===== src/rtl/sipo_pkg.sv =====
// Shared types and helpers for the serial-in parallel-out receiver.
// Imported by the shift register and the receiver top level.
package sipo_pkg;

  localparam int WIDTH_DEF = 4;

  typedef enum logic {
    IDLE  = 1'b0,
    SHIFT = 1'b1
  } state_t;

  function automatic int clog2(input int v);
    int r;
    r = 0;
    while ((1 << r) < v) r++;
    return r;
  endfunction

endpackage


===== src/rtl/sipo_shreg.sv =====
// Word shift register with selectable bit order and restart-load.
// nxt is the value the register takes if loaded or shifted this edge.
module sipo_shreg
  import sipo_pkg::*;
#(
  parameter int WIDTH     = WIDTH_DEF,
  parameter bit MSB_FIRST = 1'b1
) (
  input  logic             clk,
  input  logic             res,
  input  logic             en,
  input  logic             load,
  input  logic             din,
  output logic [WIDTH-1:0] nxt
);

  logic [WIDTH-1:0] sr;
  logic [WIDTH-1:0] shifted;
  logic [WIDTH-1:0] loaded;

  generate
    if (MSB_FIRST) begin : g_msb
      assign shifted = {sr[WIDTH-2:0], din};
      assign loaded  = {{(WIDTH-1){1'b0}}, din};
    end else begin : g_lsb
      assign shifted = {din, sr[WIDTH-1:1]};
      assign loaded  = {din, {(WIDTH-1){1'b0}}};
    end
  endgenerate

  assign nxt = load ? loaded : shifted;

  always_ff @(posedge clk or posedge res) begin
    if (res) begin
      sr <= '0;
    end else if (load || en) begin
      sr <= nxt;
    end
  end

endmodule


===== src/rtl/sipo_rx.sv =====
// Serial-in parallel-out receiver with sync framing, a held output
// word, valid/ack handshake and sticky framing/overrun flags.
module sipo_rx
  import sipo_pkg::*;
#(
  parameter int WIDTH     = WIDTH_DEF,
  parameter bit MSB_FIRST = 1'b1
) (
  input  logic             clk,
  input  logic             res,
  input  logic             sin,
  input  logic             sin_valid,
  input  logic             sync,
  output logic [WIDTH-1:0] q,
  output logic             q_valid,
  input  logic             q_ack,
  output logic             busy,
  output logic             frame_err,
  output logic             overrun
);

  localparam int CW = clog2(WIDTH + 1);
  localparam logic [CW-1:0] LAST = CW'(WIDTH - 1);

  state_t          state, nstate;
  logic [CW-1:0]   cnt, cnt_n;
  logic            load;
  logic            shift;
  logic            done;
  logic            ferr_set;
  logic [WIDTH-1:0] word;

  sipo_shreg #(
    .WIDTH    (WIDTH),
    .MSB_FIRST(MSB_FIRST)
  ) u_shreg (
    .clk (clk),
    .res (res),
    .en  (shift),
    .load(load),
    .din (sin),
    .nxt (word)
  );

  always_ff @(posedge clk or posedge res) begin
    if (res) begin
      state <= IDLE;
      cnt   <= '0;
    end else begin
      state <= nstate;
      cnt   <= cnt_n;
    end
  end

  always_comb begin
    nstate   = state;
    cnt_n    = cnt;
    load     = 1'b0;
    shift    = 1'b0;
    done     = 1'b0;
    ferr_set = 1'b0;
    unique case (state)
      IDLE: begin
        if (sin_valid && sync) begin
          load   = 1'b1;
          cnt_n  = CW'(1);
          nstate = SHIFT;
        end
      end
      SHIFT: begin
        if (sin_valid) begin
          unique case (1'b1)
            sync: begin
              load     = 1'b1;
              ferr_set = 1'b1;
              cnt_n    = CW'(1);
            end
            (cnt == LAST): begin
              shift  = 1'b1;
              done   = 1'b1;
              cnt_n  = '0;
              nstate = IDLE;
            end
            default: begin
              shift = 1'b1;
              cnt_n = cnt + CW'(1);
            end
          endcase
        end
      end
      default: nstate = IDLE;
    endcase
  end

  // A same-edge ack consumes the old word, so only an unacked
  // completion over a valid word is an overrun.
  always_ff @(posedge clk or posedge res) begin
    if (res) begin
      q         <= '0;
      q_valid   <= 1'b0;
      frame_err <= 1'b0;
      overrun   <= 1'b0;
    end else begin
      if (ferr_set) frame_err <= 1'b1;
      if (done) begin
        q       <= word;
        q_valid <= 1'b1;
        if (q_valid && !q_ack) overrun <= 1'b1;
      end else if (q_valid && q_ack) begin
        q_valid <= 1'b0;
      end
    end
  end

  assign busy = (state == SHIFT);

endmodule


===== config.mk =====
export PLATFORM = sky130hd
export DESIGN_NAME = sipo_rx
export DESIGN_NICKNAME = d
export VERILOG_FILES = /design/src/rtl/sipo_pkg.sv /design/src/rtl/sipo_shreg.sv /design/src/rtl/sipo_rx.sv
export SDC_FILE = /design/constraint.sdc
export NUM_CORES = 1
export LEC_CHECK = 0
export ABC_CLOCK_PERIOD_IN_PS = 1900
export CORE_MARGIN = 4
export CORE_UTILIZATION = 27
export DETAILED_ROUTE_END_ITERATION = 6
export PLACE_DENSITY = 0.6
export SYNTH_ARGS = -nofsm -noshare
export SYNTH_HDL_FRONTEND = slang
export SYNTH_SLANG_ARGS = --single-unit

===== constraint.sdc =====
create_clock -name clk -period 1.9 [get_ports clk]
set_input_delay 0.285 -clock clk [delete_from_list [all_inputs] [get_ports clk]]
set_output_delay 0.285 -clock clk [all_outputs]
set_load 0.02 [all_outputs]

Yosys cells after proc, flatten, opt, wreduce, memory -nomap -nowiden
Cells that the tools add are included.
{ "word_totals": {"register_bits": 14, "inputBits": 6, "output_inout_bits": 8, "wordCells": 41} }
{ "classes": {"addsub": 1, "eq_ne": 3, "mux": 21, "n_bitwise": 1, "n_reduce_logical": 8} }
{ "op_table": {"columns": ["operator", "count"], "rows": [
  ["$mux 1", 14],
  ["$pmux 3 s2", 2],
  ["$mux 3", 2],
  ["$mux 4", 1],
  ["$ne 2x2->1 const B", 2],
  ["$pmux 1 s2", 2],
  ["$reduce_and 2->1", 2],
  ["$add 3x1->3 const B", 1],
  ["$eq 3x2->1 const B", 1],
  ["$logic_and 1x1->1", 3],
  ["$reduce_bool 2->1", 1],
  ["$logic_not 1->1", 1],
  ["$logic_or 1x1->1", 1],
  ["$not 1->1", 1]
]} }

Depth between registers and ports, before layout
Gate-level depths: netlist of the first run.
{ "logic_depth": {"word_depth": 5, "ltp_mapped": 4, "depth_no_buf": 4} }

Modules after synthesis
From an unflattened synthesis of the first run, not the netlist that was laid out.
{ "unflattened": {"hier_cells": 52, "area_unflattened_um2": 684.4} }
{ "modules_own_cells": {"columns": ["mod", "instances", "cells_per_inst", "area_per_inst_um2", "seq_area_each_um2"], "rows": [
  ["sipo_rx", 1, 38, 529.3, 275.3],
  ["sipo_shreg", 1, 14, 155.1, 75.1]
]} }

Worst setup path after synthesis of the first run
No wires, ideal clock.
{ "synth_path": {"path_kind": "flip-flop to flip-flop", "from": "register cnt[0]", "to": "register q[0]", "setup_ns": 0.125, "arrival_time_ns": 1.233, "required_ns": 1.775, "path_slack_ns": 0.543, "path_stages_with_launch": 5, "path_buffers": 0, "period_less_slack_ns": 1.357, "path_cell_list": "dfrtp_1 ha_1 ha_1 nand3_2 mux2_2"} }
{ "synth_via": {"elab_chain_cells": 4} }
{ "synth_lines": {"columns": ["item", "line", "source"], "rows": [
  ["from (decl)", "sipo_rx.sv:26", "logic [CW-1:0] cnt, cnt_n;"],
  ["from (signal assigned)", "sipo_rx.sv:51", "cnt <= cnt_n;"],
  ["$eq 3x2->1", "sipo_rx.sv:78", "(cnt == LAST): begin"],
  ["$mux 1", "sipo_rx.sv:72", "unique case (1'b1)"],
  ["$mux 1", "sipo_rx.sv:71", "if (sin_valid) begin"],
  ["$mux 1", "sipo_rx.sv:62", "unique case (state)"],
  ["to (signal assigned)", "sipo_rx.sv:106", "q <= word;"],
  ["to (decl)", "sipo_rx.sv:14", "output logic [WIDTH-1:0] q,"]
]} }
No other way between the ends.
A chain may end at the register's enable or synchronous reset.

Worst setup path after layout of the first run
{ "layout_path": {"from": "register state (netlist: busy)", "to": "output port busy"} }
{ "layout_lines": {"columns": ["item", "line", "source"], "rows": [
  ["from (decl)", "sipo_rx.sv:25", "state_t state, nstate;"],
  ["from (signal assigned)", "sipo_rx.sv:50", "state <= nstate;"],
  ["to (decl)", "sipo_rx.sv:17", "output logic busy,"]
]} }
No word-level cell between the ends.

==> flow_summary.ini, run 1 <==
[floorplanning]
coreArea_um2 = 2255
start_util = 0.2875
dieWidth_um = 57.00
die_h_um = 57.00
rows = 17
io_pins = 14
dieArea_um2 = 3248

[route]
ant_nets = 0
drt_wl_total_um = 1234
vias_per_cell = 4.643
first_iter_violations = 8
vias = 455
drc = 0
firstDrtPassIters = 4
post_drt_wl_per_cell_um = 12.59

[synthesis]
synth_area_um2 = 648.1
ys_types = 23
syn_inst = 53
ys_warn_count = 0
yosysSeqAreaShare = 0.5405
synth.avg_cell_area_um2 = 12.23
syn-num-nets = 61
ys_ff_latch = 14

[place]
place_area_um2 = 818.3
port_buffers = 13
gp_congestion = 0.6980
dp_hpwl_um = 904.2

[layout]
design_area_um2 = 854.6
regArea_um2 = 350.3
final_common_cell = dfrtp_1
final_util = 0.3790
multi_input_area_um2 = 265.3
layout.nets = 79
num-fill-cells = 238
drive_above_1_share = 0.2000
syn_to_final_growth_pct = 31.85
mostFrequentLayoutCells = dfrtp_1, clkdlybuf4s50_1, mux2_2
antennaDiodeCount = 0

[critical_path]
path_cells = clkdlybuf4s50_1
required_ns = 1.62
cp_num_cells = 1
cp-start-kind = flop
worstReg2RegStart = cnt[0]$_DFFE_PP0P_
cp_data_arrival_time_ns = 1.24
crit_slowest_cell = clkdlybuf4s50_1
crit_family = buffers and inverters
endpoint_kind = output pin
reg2reg_to = q[0]$_DFFE_PP0P_
crit_buf_inv = 1
crit_fanout = 2
worst_r2r_path_depth = 4
cpPeakStageDelay_ns = 0.61
r2r_setup_slack_ns = 0.41
critPathKind = reg2out

[clocking]
cts_sinks = 14
insertion_delay_ns = 0.27
ctsHoldBuffers = 0
clockBufferDepth = 2
numCtsBuffers = 3
cts_root_buf = clkbuf_4
htreeDepth = 1
postCtsSetupBuffers = 0
cts_tree = done
post_cts_resized = 0
cts.clk_slew.worst_paths_ns = 0.09

[flow_run]
maxCapViolations = 0

[global_routing]
antenna_found_initial = 0
grt_pass1_vias = 475
grt_pass1_wl_um = 2187
grt_max_degree = 15
track_usage = 0.08482
overflow = 0

[power_and_ir_drop]
power_density_nw_per_um2 = 1346
p_leak_nw = 0.3636
irDropWorstVdd_v = 0.0007232

[sta]
clock.fmax_mhz = 657.1
slew_viol_final = 0
skew_ns = 0.0007208
fin_tns_setup_ns = 0
min_period_ns = 1.522
rsz0062_at_grt = no
fin_crit_sh = 0.8009
worst_pin_slew_ns = 0.5410
setup_viol_count_final = 0
hold_slack_ns = 0.3449
hold_viol_final = 0
maxSlewHeadroom = 0.6389

[min_path]
hp-class = in2async

[status]
run_status = finished clean
-- per-stage QoR --
step / instances / power (mW) / worst slack, ns
2_1_floorplan: 53 / 0.7583 / 0.5426
3_3_place_gp: 94 / 0.9280 / 0.2883
3_5_place_dp: 94 / 0.9492 / 0.2406
4_1_cts: 98 / 1.166 / 0.3615
5_1_grt: 98 / 1.230 / 0.3219
6_report: 98 / 1.150 / 0.3783
-- cell usage after synthesis --
library cell | n | area share
a31oi_1 | 1 | 0.0097
a221o_1 | 1 | 0.015
nand2_1 | 2 | 0.012
nand3_2 | 1 | 0.015
nand4b_1 | 1 | 0.014
nand3_1 | 1 | 0.0077
buf_2 | 2 | 0.015
nor2b_1 | 3 | 0.029
a21oi_1 | 1 | 0.0077
inv_1 | 4 | 0.023
ha_1 | 2 | 0.039
o221ai_1 | 3 | 0.041
or2_1 | 1 | 0.0097
a32o_1 | 1 | 0.015
o21bai_1 | 1 | 0.012
nand4bb_1 | 1 | 0.017
nand2b_1 | 4 | 0.039
mux2_2 | 5 | 0.087
and4bb_1 | 1 | 0.019
buf_4 | 1 | 0.012
dfrtp_1 | 14 | 0.54
o21ai_1 | 1 | 0.0077
a31o_2 | 1 | 0.014
-- registers in the layout, indices dropped and copies added (netlist names) --
register / flops
cnt: 3
q: 4
overrun: 1
frame_err: 1
q_valid: 1
busy: 1
u_shreg.sr: 3
-- where the power goes --
group	internal [mW]	switching [mW]	leakage, nW
combinational	0.249	0.231	0.168
sequential	0.398	0.0587	0.175
clock	0.116	0.0962	0.0210
total	0.764	0.386	0.364
-- routing by layer --
metal  GRT usage  wire length [um]  up-vias
li1            -                 -      225
met1      0.1134               614      221
met2      0.1223               554        7
met3     0.02262                43        2
met4     0.04967                22        0
met5           0                 0        -
-- final cells by class --
class / count / share of cell area
Inverter: 4 / 0.01757
Sequential cell: 14 / 0.4100
Clock buffer: 4 / 0.04246
Timing Repair Buffer: 16 / 0.1786
Tap cell: 28 / 0.04100
Multi-Input combinational cell: 32 / 0.3104
-- cells by family after synthesis --
family          Yosys count  synth area share
flops                    14            0.5405
simple gates             15            0.1622
mux                       5           0.08687
compound gates           10            0.1216
fa+ha+maj                 2           0.03860
buf+inv                   7           0.05019
-- how the worst max path moves through the flow --
stage / from / end / slack (ns)
after floorplan: cnt[0]$_DFFE_PP0P_ / q[0]$_DFFE_PP0P_ / 0.54
after global placement: sin_valid / q[3]$_DFFE_PP0P_ / 0.29
after detailed placement: sin_valid / q[0]$_DFFE_PP0P_ / 0.24
after CTS: frame_err$_DFFE_PP0P_ / frame_err / 0.36
after global routing: q[0]$_DFFE_PP0P_ / q[0] / 0.32
final: busy$_DFF_PP0_ / busy / 0.38
No activity file was read; power rests on OpenSTA's default activity.
==> run 2: changes to the inputs <==
--- a/config.mk
+++ b/config.mk
@@ -5,7 +5,7 @@
 export SDC_FILE = /design/constraint.sdc
 export NUM_CORES = 1
 export LEC_CHECK = 0
-export ABC_CLOCK_PERIOD_IN_PS = 1900
+export ABC_CLOCK_PERIOD_IN_PS = 1600
 export CORE_MARGIN = 4
 export CORE_UTILIZATION = 27
 export DETAILED_ROUTE_END_ITERATION = 6
==> constraint.sdc (replaced) <==
create_clock -name clk -period 1.6 [get_ports clk]
set_input_delay 0.24 -clock clk [delete_from_list [all_inputs] [get_ports clk]]
set_output_delay 0.24 -clock clk [all_outputs]
set_load 0.02 [all_outputs]
==> flow_summary.ini, run 2 (synthesized netlist as in run 1, its figures left out) <==
[status]
run_status = finished clean

[power_and_ir_drop]
power.internal_uw = 852.8
p_clk_frac = 0.146
comb_power_share = 0.425
power_density_nw_per_um2 = 1515
p_sw_uw = 441.9
sw_frac_of_total = 0.3413
p_leak_nw = 0.3644
p_seq_frac = 0.429
irDropWorstVdd_v = 0.0007434

[critical_path]
cpPeakStageDelay_ns = 0.61
crit_fanout = 2
endpoint_kind = output pin
critPathKind = reg2out
cp-start-kind = flop
required_ns = 1.36
crit_buf_inv = 1
cp_data_arrival_time_ns = 1.25
crit_family = buffers and inverters
crit_slowest_cell = clkdlybuf4s50_1
path_cells = clkdlybuf4s50_1

[global_routing]
track_usage = 0.08767
grt_max_degree = 15
grt_pass1_wl_um = 2194
antenna_found_initial = 0
grt_pass1_vias = 486
overflow = 0

[clocking]
post_cts_resized = 1
cts_root_buf = clkbuf_4
cts.clk_slew.worst_paths_ns = 0.08
postCtsSetupBuffers = 0
numCtsBuffers = 3
ctsHoldBuffers = 0
htreeDepth = 1
insertion_delay_ns = 0.27
cts_sinks = 14
cts_tree = done
clockBufferDepth = 2

[place]
dp_hpwl_um = 914.9
gp_congestion = 0.7380
place_area_um2 = 833.3
placed_cells = 96
port_buffers = 13

[route]
first_iter_violations = 6
ant_nets = 0
firstDrtPassIters = 3
vias_per_cell = 4.626
drt_wl_total_um = 1204
vias = 458
post_drt_wl_per_cell_um = 12.16
drc = 0

[sta]
min_period_ns = 1.488
rsz0062_at_grt = no
clock.fmax_mhz = 672.0
fin_tns_setup_ns = 0
slew_viol_final = 0
maxSlewHeadroom = 0.6456
fin_crit_sh = 0.9301
skew_ns = 0.004373
worst_pin_slew_ns = 0.5310
hold_viol_final = 0
setup_viol_count_final = 0

[layout]
regMostFlops = q
largest_reg_flops = 4
syn_to_final_growth_pct = 31.85
design_area_um2 = 854.6
reg_top3 = q: 4 flops, cnt: 3 flops, u_shreg.sr: 3 flops
mostFrequentLayoutCells = dfrtp_1, clkdlybuf4s50_1, mux2_2, buf_4
final_common_cell = dfrtp_1
layout.nets = 81
instances_no_fill = 99
drive_above_1_share = 0.2113
antennaDiodeCount = 0

[min_path]
hp-class = in2async

[floorplanning]
io_pins = 14
dieWidth_um = 57.00
die_h_um = 57.00
dieArea_um2 = 3248
rows = 17
start_util = 0.2875
coreArea_um2 = 2255

[flow_run]
maxCapViolations = 0
==> run 2: path summary, 6_finish.rpt <==
path,end,slack [ns],from,depth (start not counted)
hold reg to reg,overrun$_DFFE_PP0P_,0.49,overrun$_DFFE_PP0P_,1
hold / removal,q[1]$_DFFE_PP0P_,0.30,res,2
setup reg to reg,q[2]$_DFFE_PP0P_,0.13,cnt[0]$_DFFE_PP0P_,4
setup / recovery,frame_err,0.11,frame_err$_DFFE_PP0P_,1
max in group asynchronous,q[3]$_DFFE_PP0P_,0.95,res,2
min in group clk,overrun$_DFFE_PP0P_,0.49,overrun$_DFFE_PP0P_,1
==> run 2: final cells by class <==
class / instances / area, um^2
clock buffer: 3 / 22.52
fill: 236 / 1400
inverter: 4 / 15.01
multi-input combinational: 32 / 265.3
sequential: 14 / 350.3
tap: 28 / 35.03
timing repair buffer: 18 / 166.4
==> run 2: metrics by stage <==
stage | hold slack (ns) | util | power (mW) | setup slack, ns
after CTS | 0.3179 | 0.3790 | 1.317 | 0.1003
after detailed placement | 0.4764 | 0.3696 | 1.131 | 0.1330
after floorplan | 0.1292 | - | 0.9005 | 0.2426
after global routing | 0.3325 | 0.3790 | 1.416 | 0.04557
after global placement | 0.4593 | 0.3696 | 1.114 | 0.1508
final | 0.2987 | 0.3790 | 1.295 | 0.1119
==> run 2: power by group through the flow <==
stage	clock network (mW)	logic, mW	registers, mW
3_5_place_dp	0	0.568	0.563
3_3_place_gp	0	0.555	0.559
2_1_floorplan	0	0.272	0.628
6_report	0.189	0.550	0.556
4_1_cts	0.200	0.561	0.556
5_1_grt	0.224	0.618	0.574
==> run 2: routing by layer <==
metal	routed length (um)	GRT usage	vias up
li1	-	-	228
met1	594	0.1080	219
met2	549	0.1321	11
met3	59	0.04525	0
met4	0	0.02980	0
met5	0	0	-
